### src/rtl/data_read_initiator_pkg.sv
// Shared types for the data storage interface: request/return records, initiator tags,
// request_id field helpers and the per-tag tracking entry.
package data_read_initiator_pkg;

   localparam int ContextThreadLength = 4;

   localparam int ADDR_W       = 16;
   localparam int RECV_W       = 6;
   localparam int DATA_W       = 32;
   localparam int INIT_FIELD_W = 4;
   localparam int TAG_FIELD_W  = 4;
   localparam int REQ_ID_W     = INIT_FIELD_W + TAG_FIELD_W;
   localparam int AGE_W        = 16;

   typedef logic [ADDR_W-1:0]       address_t;
   typedef logic [RECV_W-1:0]       receive_id_t;
   typedef logic [REQ_ID_W-1:0]     request_id_t;
   typedef logic [INIT_FIELD_W-1:0] init_id_t;
   typedef logic [TAG_FIELD_W-1:0]  init_tag_t;

   typedef union packed {
      logic [DATA_W-1:0]   word;
      logic [1:0][15:0]    half;
   } data_register_union_t;

   typedef struct packed {
      logic                 valid;
      request_id_t          request_id;
      receive_id_t          receive_id;
      address_t             read_address;
   } read_request_t;

   typedef struct packed {
      logic                 valid;
      address_t             write_address;
      data_register_union_t data;
   } write_request_t;

   typedef struct packed {
      logic                 valid;
      request_id_t          request_id;
      receive_id_t          receive_id;
      data_register_union_t data;
   } read_return_t;

   typedef enum logic {
      TAG_FREE   = 1'b0,
      TAG_ISSUED = 1'b1
   } tag_state_e;

   typedef struct packed {
      tag_state_e           state;
      receive_id_t          receive_id;
      address_t             address;
      logic [AGE_W-1:0]     age;
   } tag_entry_t;

   function automatic init_id_t req_initiator(input request_id_t id);
      return id[REQ_ID_W-1 -: INIT_FIELD_W];
   endfunction

   function automatic init_tag_t req_tag(input request_id_t id);
      return id[TAG_FIELD_W-1:0];
   endfunction

   function automatic request_id_t make_request_id(input init_id_t init, input init_tag_t tag);
      return {init, tag};
   endfunction

endpackage

### src/rtl/data_read_initiator_tag_allocator.sv
// Busy bitmap for outstanding load tags: lowest-free priority encode and free-on-return.
module tag_allocator #(
   parameter int NUM_TAGS = 8
) (
   input  logic                        clk,
   input  logic                        rst,
   input  logic                        alloc,
   input  logic                        free_en,
   input  logic [$clog2(NUM_TAGS)-1:0] free_idx,
   output logic [NUM_TAGS-1:0]         busy,
   output logic                        any_free,
   output logic [$clog2(NUM_TAGS)-1:0] alloc_idx
);

   localparam int TAG_W = $clog2(NUM_TAGS);

   always_comb begin
      alloc_idx = '0;
      for (int i = NUM_TAGS - 1; i >= 0; i--) begin
         if (!busy[i]) alloc_idx = TAG_W'(i);
      end
   end

   assign any_free = ~&busy;

   // free_idx is always a busy tag and alloc_idx a free one, so the two never collide
   always_ff @(posedge clk or posedge rst) begin
      if (rst) begin
         busy <= '0;
      end else begin
         if (free_en) busy[free_idx]  <= 1'b0;
         if (alloc)   busy[alloc_idx] <= 1'b1;
      end
   end

endmodule

### src/rtl/data_read_initiator.sv
// Issues loads/stores to the data storage responder, tracks loads by tag and routes returns
// back to the issuing thread register; stores wait behind any in-flight load to the same address.
//
// tag state  | meaning
// TAG_FREE   | tag unused, may be allocated to the next accepted load
// TAG_ISSUED | read sent, waiting for its return; age counts up to TIMEOUT_CYCLES
module data_read_initiator
   import data_read_initiator_pkg::*;
#(
   parameter int NUM_TAGS       = 8,
   parameter int QUEUE_CREDITS  = ContextThreadLength * 2,
   parameter int INITIATOR_ID   = 0,
   parameter int TIMEOUT_CYCLES = 1024
) (
   input  logic                      clk,
   input  logic                      rst,
   input  logic                      cmd_valid,
   output logic                      cmd_ready,
   input  logic                      cmd_is_store,
   input  address_t                  cmd_address,
   input  data_register_union_t      cmd_data,
   input  receive_id_t               cmd_receive_id,
   output read_request_t             read_req,
   output write_request_t            write_req,
   input  read_return_t              read_back,
   output logic                      wb_valid,
   output receive_id_t               wb_receive_id,
   output data_register_union_t      wb_data,
   output logic [$clog2(NUM_TAGS):0] outstanding,
   output logic                      err_timeout,
   output logic                      err_spurious
);

   localparam int TAG_W  = $clog2(NUM_TAGS);
   localparam int CNT_W  = $clog2(NUM_TAGS) + 1;
   localparam int CRED_W = $clog2(QUEUE_CREDITS + 1);
   localparam logic [AGE_W-1:0] AGE_LIMIT = AGE_W'(TIMEOUT_CYCLES);

   tag_entry_t          entries   [NUM_TAGS];
   tag_entry_t          entries_n [NUM_TAGS];
   logic [NUM_TAGS-1:0] busy;
   logic [NUM_TAGS-1:0] timeout_hit;
   logic                any_free;
   logic [TAG_W-1:0]    alloc_idx;
   logic [CRED_W-1:0]   credits;
   logic [CRED_W-1:0]   credits_n;
   logic [CNT_W-1:0]    busy_count;
   logic                addr_conflict;
   logic                load_acc;
   logic                store_acc;
   logic                ret_ours;
   logic                ret_hit;
   logic                credit_over;
   init_tag_t           ret_tag;
   logic [TAG_W-1:0]    ret_idx;
   logic                unused_ret_rid;

   tag_allocator #(.NUM_TAGS(NUM_TAGS)) u_tag_allocator (
      .clk       (clk),
      .rst       (rst),
      .alloc     (load_acc),
      .free_en   (ret_hit),
      .free_idx  (ret_idx),
      .busy      (busy),
      .any_free  (any_free),
      .alloc_idx (alloc_idx)
   );

   always_comb begin
      addr_conflict = 1'b0;
      for (int i = 0; i < NUM_TAGS; i++) begin
         if (busy[i] && entries[i].address == cmd_address) addr_conflict = 1'b1;
      end
   end

   assign cmd_ready = !rst && (cmd_is_store ? !addr_conflict : (any_free && credits != '0));
   assign load_acc  = cmd_valid && cmd_ready && !cmd_is_store;
   assign store_acc = cmd_valid && cmd_ready && cmd_is_store;

   // the responder's echoed receive_id is not trusted; the stored copy is used
   assign unused_ret_rid = ^read_back.receive_id;
   assign ret_ours    = read_back.valid &&
                        (req_initiator(read_back.request_id) == init_id_t'(INITIATOR_ID));
   assign ret_tag     = req_tag(read_back.request_id);
   assign ret_idx     = ret_tag[TAG_W-1:0];
   assign ret_hit     = ret_ours && (int'(ret_tag) < NUM_TAGS) && busy[ret_idx];
   assign credit_over = ret_hit && !load_acc && (credits == CRED_W'(QUEUE_CREDITS));

   always_comb begin
      credits_n = credits;
      if (load_acc && !ret_hit)                     credits_n = credits - CRED_W'(1);
      else if (ret_hit && !load_acc && !credit_over) credits_n = credits + CRED_W'(1);
   end

   always_comb begin
      timeout_hit = '0;
      for (int i = 0; i < NUM_TAGS; i++) begin
         entries_n[i] = entries[i];
         case (entries[i].state)
            TAG_ISSUED: begin
               if (ret_hit && ret_idx == TAG_W'(i)) begin
                  entries_n[i].state = TAG_FREE;
                  entries_n[i].age   = '0;
               end else if (entries[i].age != AGE_LIMIT) begin
                  entries_n[i].age = entries[i].age + AGE_W'(1);
                  if (entries[i].age == AGE_LIMIT - AGE_W'(1)) timeout_hit[i] = 1'b1;
               end
            end
            default: begin
               if (load_acc && alloc_idx == TAG_W'(i)) begin
                  entries_n[i].state      = TAG_ISSUED;
                  entries_n[i].receive_id = cmd_receive_id;
                  entries_n[i].address    = cmd_address;
                  entries_n[i].age        = '0;
               end
            end
         endcase
      end
   end

   always_comb begin
      busy_count = '0;
      for (int i = 0; i < NUM_TAGS; i++) busy_count = busy_count + CNT_W'(busy[i]);
   end
   assign outstanding = busy_count;

   always_ff @(posedge clk or posedge rst) begin
      if (rst) begin
         for (int i = 0; i < NUM_TAGS; i++) begin
            entries[i].state      <= TAG_FREE;
            entries[i].receive_id <= '0;
            entries[i].address    <= '0;
            entries[i].age        <= '0;
         end
         credits       <= CRED_W'(QUEUE_CREDITS);
         read_req      <= '0;
         write_req     <= '0;
         wb_valid      <= 1'b0;
         wb_receive_id <= '0;
         wb_data       <= '0;
         err_timeout   <= 1'b0;
         err_spurious  <= 1'b0;
      end else begin
         entries <= entries_n;
         credits <= credits_n;
         if (load_acc) begin
            read_req <= '{valid:        1'b1,
                          request_id:   make_request_id(init_id_t'(INITIATOR_ID), init_tag_t'(alloc_idx)),
                          receive_id:   cmd_receive_id,
                          read_address: cmd_address};
         end else begin
            read_req <= '0;
         end
         if (store_acc) write_req <= '{valid: 1'b1, write_address: cmd_address, data: cmd_data};
         else           write_req <= '0;
         wb_valid      <= ret_hit;
         wb_receive_id <= ret_hit ? entries[ret_idx].receive_id : '0;
         wb_data       <= ret_hit ? read_back.data : '0;
         err_timeout   <= err_timeout | (|timeout_hit);
         err_spurious  <= err_spurious | (ret_ours && !ret_hit) | credit_over;
      end
   end

endmodule

### config.mk
export PLATFORM = sky130hd
export DESIGN_NAME = data_read_initiator
export DESIGN_NICKNAME = d
export VERILOG_FILES = /design/src/rtl/data_read_initiator_pkg.sv /design/src/rtl/data_read_initiator_tag_allocator.sv /design/src/rtl/data_read_initiator.sv
export SDC_FILE = /design/constraint.sdc
export NUM_CORES = 1
export LEC_CHECK = 0
export ABC_AREA = 1
export BUFFER_PORTS_ARGS = -buffer_cell sky130_fd_sc_hd__buf_4
export CORE_ASPECT_RATIO = 0.6
export CORE_MARGIN = 1.5
export CORE_UTILIZATION = 38
export DETAILED_ROUTE_END_ITERATION = 12
export GPL_TIMING_DRIVEN = 0
export PLACE_DENSITY = 0.56
export SLEW_MARGIN = 25
export SYNTH_ARGS = -nofsm -noshare
export SYNTH_HDL_FRONTEND = slang
export SYNTH_SLANG_ARGS = --single-unit
### constraint.sdc
create_clock -name clk -period 14.3 [get_ports clk]
set_clock_uncertainty 0.2 [all_clocks]
set_input_delay 1.43 -clock clk [delete_from_list [all_inputs] [get_ports clk]]
set_output_delay 1.43 -clock clk [all_outputs]
set_load 0.05 [all_outputs]
Word level (Yosys, flattened, before mapping). Index checks and enable logic that the tools add are counted.

Add/sub/neg operators: 17. $lt $le $gt $ge: 6. Equal/unequal tests: 47. Muxes and demuxes: 114. Bitwise logic cells: 15. Reduce and logical (&&, ||, !) cells: 77.

Operators with widths (number): $mux 16 (24); $mux 39 (8); $add 16x1->16 const B (8); $eq 16x10->1 const B (8); $eq 16x16->1 (8); $ne 16x11->1 const B (8); $bmux 39 s3 (1); $mux 38 (2); $mux 1 (60); $mux 49 (1); $logic_and 1x1->1 (39); $mux 32 (1); $reduce_and 2->1 (16); $mux 31 (1); $eq 3x3->1 const B (8); $mux 3 (8); $ne 3x1->1 const B (8); $reduce_bool 2->1 (9); $add 4x1->4 (4); $mux 8 (2); $eq 3x2->1 const B (4); $and 8x8->8 (1); $lt 3x4->1 const B (2); $mux 4 (2); 24 further kinds (43).

Bits in registers: 445. Input port bits: 105. Output and inout port bits: 126. Word-level logic and storage cells: 322.

Depth between registers and ports, before layout.
Depth after elaboration: 22. Depth in mapped cells: 20. Depth with buffers taken out: 19.

Cells and area by module. Synthesis repeated with hierarchy kept, for this count alone.

Cell total of the unflattened synthesis: 2886. Area total of the unflattened synthesis: 22028.6 um^2.

By module, submodules not included: data_read_initiator (instances 1, cells an instance 2814, area each 21560.7 um^2, sequential area each 10811.6 um^2); tag_allocator (instances 1, cells an instance 72, area each 467.9 um^2, sequential area each 200.2 um^2).

Worst setup path before layout. No wires, ideal clock.

Path kind: input -> register. Start: in rst. End: reg credits[3]. Setup time: 0.058 ns. Data arrival time: 13.125 ns. Required time: 14.042 ns. Slack: 0.917 ns. Cell stages on the path: 15. Path buffers: 1. Cells stage by stage: inv_1 -> nand4_4 -> inv_4 -> buf_6 -> nand2_1 -> inv_1 -> ha_1 -> nand2_1 -> nand2_1 -> a31oi_1 -> nand3b_1 -> nand2_1 -> nand2_1 -> nand2_1 -> inv_1.

Cells in the longest elaborated chain, start to end: 10. Elaborated cells between the ends (all ways): 12. Classes of those cells: 1 x mux; 11 x reduce/logical.

Ends and longest elaborated chain: from (decl) (line data_read_initiator.sv:16) `input logic rst,`; $logic_not 1->1 (no line) *; $logic_and 1x1->1 * (line data_read_initiator.sv:76) `assign cmd_ready = !rst && (cmd_is_store ? !addr_conflict : (any_free && credits != '0));`; $logic_and 1x1->1 * (2 in a row) (line data_read_initiator.sv:77) `assign load_acc = cmd_valid && cmd_ready && !cmd_is_store;`; named net load_acc (line data_read_initiator.sv:49) `logic load_acc;`; $logic_not 1->1 (line data_read_initiator.sv:87, data_read_initiator.sv:92); $logic_and 1x1->1 (line data_read_initiator.sv:87, data_read_initiator.sv:92); $logic_and 1x1->1 (line data_read_initiator.sv:87) `assign credit_over = ret_hit && !load_acc && (credits == CRED_W'(QUEUE_CREDITS));`; $logic_not 1->1 (line data_read_initiator.sv:92) `else if (ret_hit && !load_acc && !credit_over) credits_n = credits + CRED_W'(1);`; $logic_and 1x1->1 (line data_read_initiator.sv:92); $reduce_bool 2->1 (no line); to (signal assigned) (line data_read_initiator.sv:135) `credits <= CRED_W'(QUEUE_CREDITS);`; to (signal assigned) (line data_read_initiator.sv:145) `credits <= credits_n;`; to (decl) (line data_read_initiator.sv:45) `logic [CRED_W-1:0] credits;`.

Mark *: on every way through the listed nets, which the timed path passes. The rest lies on a longest branch. A chain may end at the register's enable or synchronous reset.

Final worst setup path.
Start: reg u_tag_allocator.busy[0]. End: out outstanding[2].

Cells in the longest elaborated chain, start to end: 7.

Ends and longest elaborated chain: from (decl) (line data_read_initiator_tag_allocator.sv:10) `output logic [NUM_TAGS-1:0] busy,`; from (signal assigned) (line data_read_initiator_tag_allocator.sv:29) `busy <= '0;`; from (signal, indexed assignment) (line data_read_initiator_tag_allocator.sv:31) `if (free_en) busy[free_idx] <= 1'b0;`; from (signal, indexed assignment) (line data_read_initiator_tag_allocator.sv:32) `if (alloc) busy[alloc_idx] <= 1'b1;`; $add 1x1->2 (line data_read_initiator.sv:123) `for (int i = 0; i < NUM_TAGS; i++) busy_count = busy_count + CNT_W'(busy[i]);`; $add 2x1->3 (line data_read_initiator.sv:123); $add 3x1->4 (line data_read_initiator.sv:123); $add 4x1->4 (4 in a row) (line data_read_initiator.sv:123); to (decl) (line data_read_initiator.sv:29) `output logic [$clog2(NUM_TAGS):0] outstanding,`.

No other way between the ends.

==> results.md <==
### Run
• **number of maximum-capacitance violations** 0

### Global route
• **number of global-route vias before repair** 18300
• **wire length of the first global-routing pass** 103000 um
• **most crowded layer after global routing** met1
• **maximum number of pins on one net before global-route repair** 100
• **All-Layer GR Usage** 22.0%
• **global routing usage on met3** 4.63%
• **initial antenna violation count** 1
• **total gr overflow** 0
• **met2 usage in global routing** 29.6%
• **Global Route met1 Usage** 35.4%

### Layout
• **commonest cells after routing, fill and taps aside** sky130_fd_sc_hd__nand2_1, sky130_fd_sc_hd__dfrtp_1, sky130_fd_sc_hd__inv_1
• **Area Growth Syn to Fin** 19.3%
• **Util after Layout** 45.8%
• **Post-layout nets** 3272
• **fraction of layout cells with a size suffix above 1** 13.6%
• **Multi-input gate area** 8750 um^2
• **post-route cell area** 26300 um^2
• **number of fill cells in the layout** 5693
• **Sequential cell area** 11000 um^2
• **leading cell type in the layout, fill and taps excluded** sky130_fd_sc_hd__nand2_1

### Worst setup path
• **kind of start point of the critical path** flip-flop
• **worst path required time** 12670 ps
• **Crit Path Category** reg2out
• **element type at the critical path end** primary output
• **largest incremental delay on the critical path** 580 ps
• **Arrival @ worst endpoint** 3740 ps
• **endpoint of the worst register-to-register path** entries[137]
• **launching instance or port of the critical path** u_tag_allocator.busy[0]
• **cell type of the slowest stage on the worst timing path** sky130_fd_sc_hd__fa_1
• **worst setup path endpoint** outstanding[2]
• **cell-by-cell trace of the critical path** fa_1, inv_1, fa_1, fa_1, inv_1, ha_1, fa_1, xor2_1, buf_4
• **WP buf/inv** 3
• **slack of the worst reg-to-reg path** 10910 ps
• **crit-path most repeated cell** sky130_fd_sc_hd__fa_1
• **kind of cell with the highest combined delay on the critical path** adder cells
• **reg2reg path depth** 13
• **critical path fanouts, max** 8
• **count of cell instances traversed by the critical path** 9
• **r2r startpoint** u_tag_allocator.busy[0]

### Clocking
• **number of buffers on the longest clock path** 3
• **total CTS buffers** 46
• **Clock Root Buffer** sky130_fd_sc_hd__clkbuf_16
• **worst skew pair latency** 580 ps
• **CTS tree** done
• **count of hold buffers inserted by post-cts repair** 0
• **depth of the CTS H-tree** 2
• **clock tree sinks** 440
• **CTS clk-pin slew, worst paths** 60 ps
• **setup fix buffers added after clock tree synthesis** 0
• **post-cts resize count** 0

### Floorplanning
• **Die Outline Area** 59400 um^2
• **top-level port count** 231
• **x dimension of the die** 314 um
• **number of standard-cell rows in the floorplan** 68
• **Core Box Area** 57300 um^2
• **height of the chip** 189 um
• **effective utilization at floorplan** 38.4%

### Synth
• **total of warnings raised by yosys** 0
• **sequential area share after synthesis** 50.0%
• **dominant register cell in the synthesized netlist** sky130_fd_sc_hd__dfrtp_1
• **number of synthesized flops with an enable pin** 0
• **Netlist Area Pre-Place** 22000 um^2
• **average cell area after synthesis** 7.67 um^2
• **Async S/R FF share, synth** 100%
• **Post-Syn Instances** 2872
• **number of flip-flops and latches in the synthesized netlist** 440
• **distinct cell type count after synthesis** 50

### Timing
• **Final Hold Vio Count** 0
• **min Tclk post-route** 5370 ps
• **Final setup viols** 0
• **relative slew slack** 36.9%
• **highest clock rate** 0.186 GHz
• **max-slew violation total from the final report** 0
• **RSZ-0062 raised after global routing** false
• **Period Utilization, post-route** 37.6%
• **Least-Margin Pin Slew** 935 ps

### Drt
• **remaining antenna violation count** 0
• **DRT iter0 DRCs** 1914
• **post-detailed-routing wire length** 65800 um
• **DRC viols** 0
• **total vias in the final route** 19700
• **ratio of routed vias to standard cells** 5.00
• **mean routed wirelength per cell** 16.7 um
• **iteration count of the initial detailed-routing pass** 5

### Power
• **PwrDens** 168 nW/um^2
• **static leakage** 13.7 nW
• **peak ir drop on the vdd network** 0.181 mV

### Placed design
• **post-detailed-placement cell area** 24700 um^2
• **HPWL reported at the end of detailed placement** 48600 um
• **final RePlAce weighted congestion** 0.895
• **PortBufs** 211

### Worst hold path
• **min-delay worst type** reg2reg
• **worst hold start** err_spurious

### Status
• **result of the run** finished, final reports clean

-- final cells by class --
cell class | instances | share of cell area (%)
diodes | 1 | 0.00953
plain buffers | 114 | 2.28
clock buffers | 64 | 5.10
clock inverters | 17 | 0.776
inverters | 445 | 6.40
multi-input cells | 1877 | 33.3
flip-flops and latches | 440 | 41.9
well taps | 770 | 3.67
repair buffers | 216 | 6.55
-- worst min-delay path, stage by stage, from the launching register on --
cell                       delay (ps)
sky130_fd_sc_hd__dfrtp_1          340
sky130_fd_sc_hd__inv_1             50
sky130_fd_sc_hd__o221ai_1          50
-- cells in the mapped netlist (2+ instances only) --
cell type | instances | area share [%]
sky130_fd_sc_hd__a21oi_1 | 54 | 1.2
sky130_fd_sc_hd__buf_1 | 3 | 0.051
sky130_fd_sc_hd__nand4_1 | 77 | 2.2
sky130_fd_sc_hd__xnor2_1 | 15 | 0.60
sky130_fd_sc_hd__nor3_1 | 40 | 0.91
sky130_fd_sc_hd__a21boi_0 | 2 | 0.068
sky130_fd_sc_hd__inv_2 | 15 | 0.26
sky130_fd_sc_hd__nor4_1 | 26 | 0.74
sky130_fd_sc_hd__nor2_2 | 16 | 0.45
sky130_fd_sc_hd__nand3_2 | 4 | 0.18
sky130_fd_sc_hd__or2_2 | 2 | 0.057
sky130_fd_sc_hd__nand3b_1 | 7 | 0.24
sky130_fd_sc_hd__nor2_1 | 355 | 6.1
sky130_fd_sc_hd__buf_4 | 19 | 0.65
sky130_fd_sc_hd__o41ai_1 | 2 | 0.080
sky130_fd_sc_hd__nand4_2 | 2 | 0.11
sky130_fd_sc_hd__o21bai_1 | 3 | 0.10
sky130_fd_sc_hd__nand2_1 | 743 | 13
sky130_fd_sc_hd__o21ai_1 | 17 | 0.39
sky130_fd_sc_hd__dfrtp_1 | 439 | 50
sky130_fd_sc_hd__nand3_1 | 159 | 3.6
sky130_fd_sc_hd__and3_1 | 2 | 0.057
sky130_fd_sc_hd__nor2_4 | 2 | 0.10
sky130_fd_sc_hd__fa_1 | 5 | 0.45
sky130_fd_sc_hd__o22ai_1 | 29 | 0.82
sky130_fd_sc_hd__nor3b_1 | 4 | 0.14
sky130_fd_sc_hd__inv_1 | 429 | 7.3
sky130_fd_sc_hd__xor2_1 | 11 | 0.44
sky130_fd_sc_hd__a22o_1 | 3 | 0.12
sky130_fd_sc_hd__buf_2 | 54 | 1.2
sky130_fd_sc_hd__nand3_4 | 2 | 0.16
sky130_fd_sc_hd__o21ai_0 | 244 | 5.5
sky130_fd_sc_hd__a21oi_2 | 2 | 0.080
sky130_fd_sc_hd__or2_1 | 2 | 0.057
sky130_fd_sc_hd__ha_1 | 22 | 1.3
sky130_fd_sc_hd__buf_6 | 4 | 0.20
sky130_fd_sc_hd__clkbuf_1 | 34 | 0.58
sky130_fd_sc_hd__nand2_2 | 11 | 0.31
-- where the power goes --
part           leakage (nW)  internal, mW  switching, mW  total [mW]
clock network         0.773         0.727          0.517        1.24
logic                  7.17         0.475          0.926        1.40
registers              5.79          1.53          0.240        1.77
-- metal layers --
metal | up-vias | wire (um)
li1 | 9557 | -
met1 | 9319 | 33200
met2 | 764 | 25500
met3 | 65 | 6140
met4 | 2 | 963
met5 | - | 11
-- through the flow --
| stage | cells | setup TNS, ps | hold WS (ps) | setup slack, ps | total power, mW |
|---|---|---|---|---|---|
| after CTS | 3943 | 0 | 285 | 8900 | 4.44 |
| after global placement | 3857 | -3750890 | 265 | -4990 | 3.13 |
| after global routing | 3943 | 0 | 311 | 8790 | 4.72 |
| after detailed placement | 3862 | 0 | 270 | 9380 | 3.18 |
| after floorplan | 2876 | 0 | 248 | 344 | 2.75 |
| final | 3944 | 0 | 278 | 8930 | 4.42 |
-- worst min-delay path by stage --
stage	to	slack [ps]	depth (start not counted)
2_1_floorplan	entries[75]	250	2
3_3_place_gp	entries[75]	270	2
3_5_place_dp	err_spurious	270	2
4_1_cts	err_spurious	280	2
5_1_grt	entries[75]	310	2
6_report	err_spurious	280	2
-- kinds of logic after synthesis --
logic type / after synthesis / share of synthesized area [%]
buf+inv: 559 / 10.3
fa+ha+maj: 27 / 1.71
other cells: 1 / 0.0170
simple gates: 1459 / 28.3
xor+xnor: 26 / 1.03
compound gates: 360 / 8.58
flops: 440 / 50.0
-- sequential cells by signal (all words and copies together) (netlist names) --
register / flops
wb_receive_id: 6
wb_data: 32
write_req: 49
u_tag_allocator.busy: 8
read_req: 26
credits: 4
entries: 312
wb_valid: 1
err_spurious: 1
err_timeout: 1
Power figures use the tool's default switching activity.
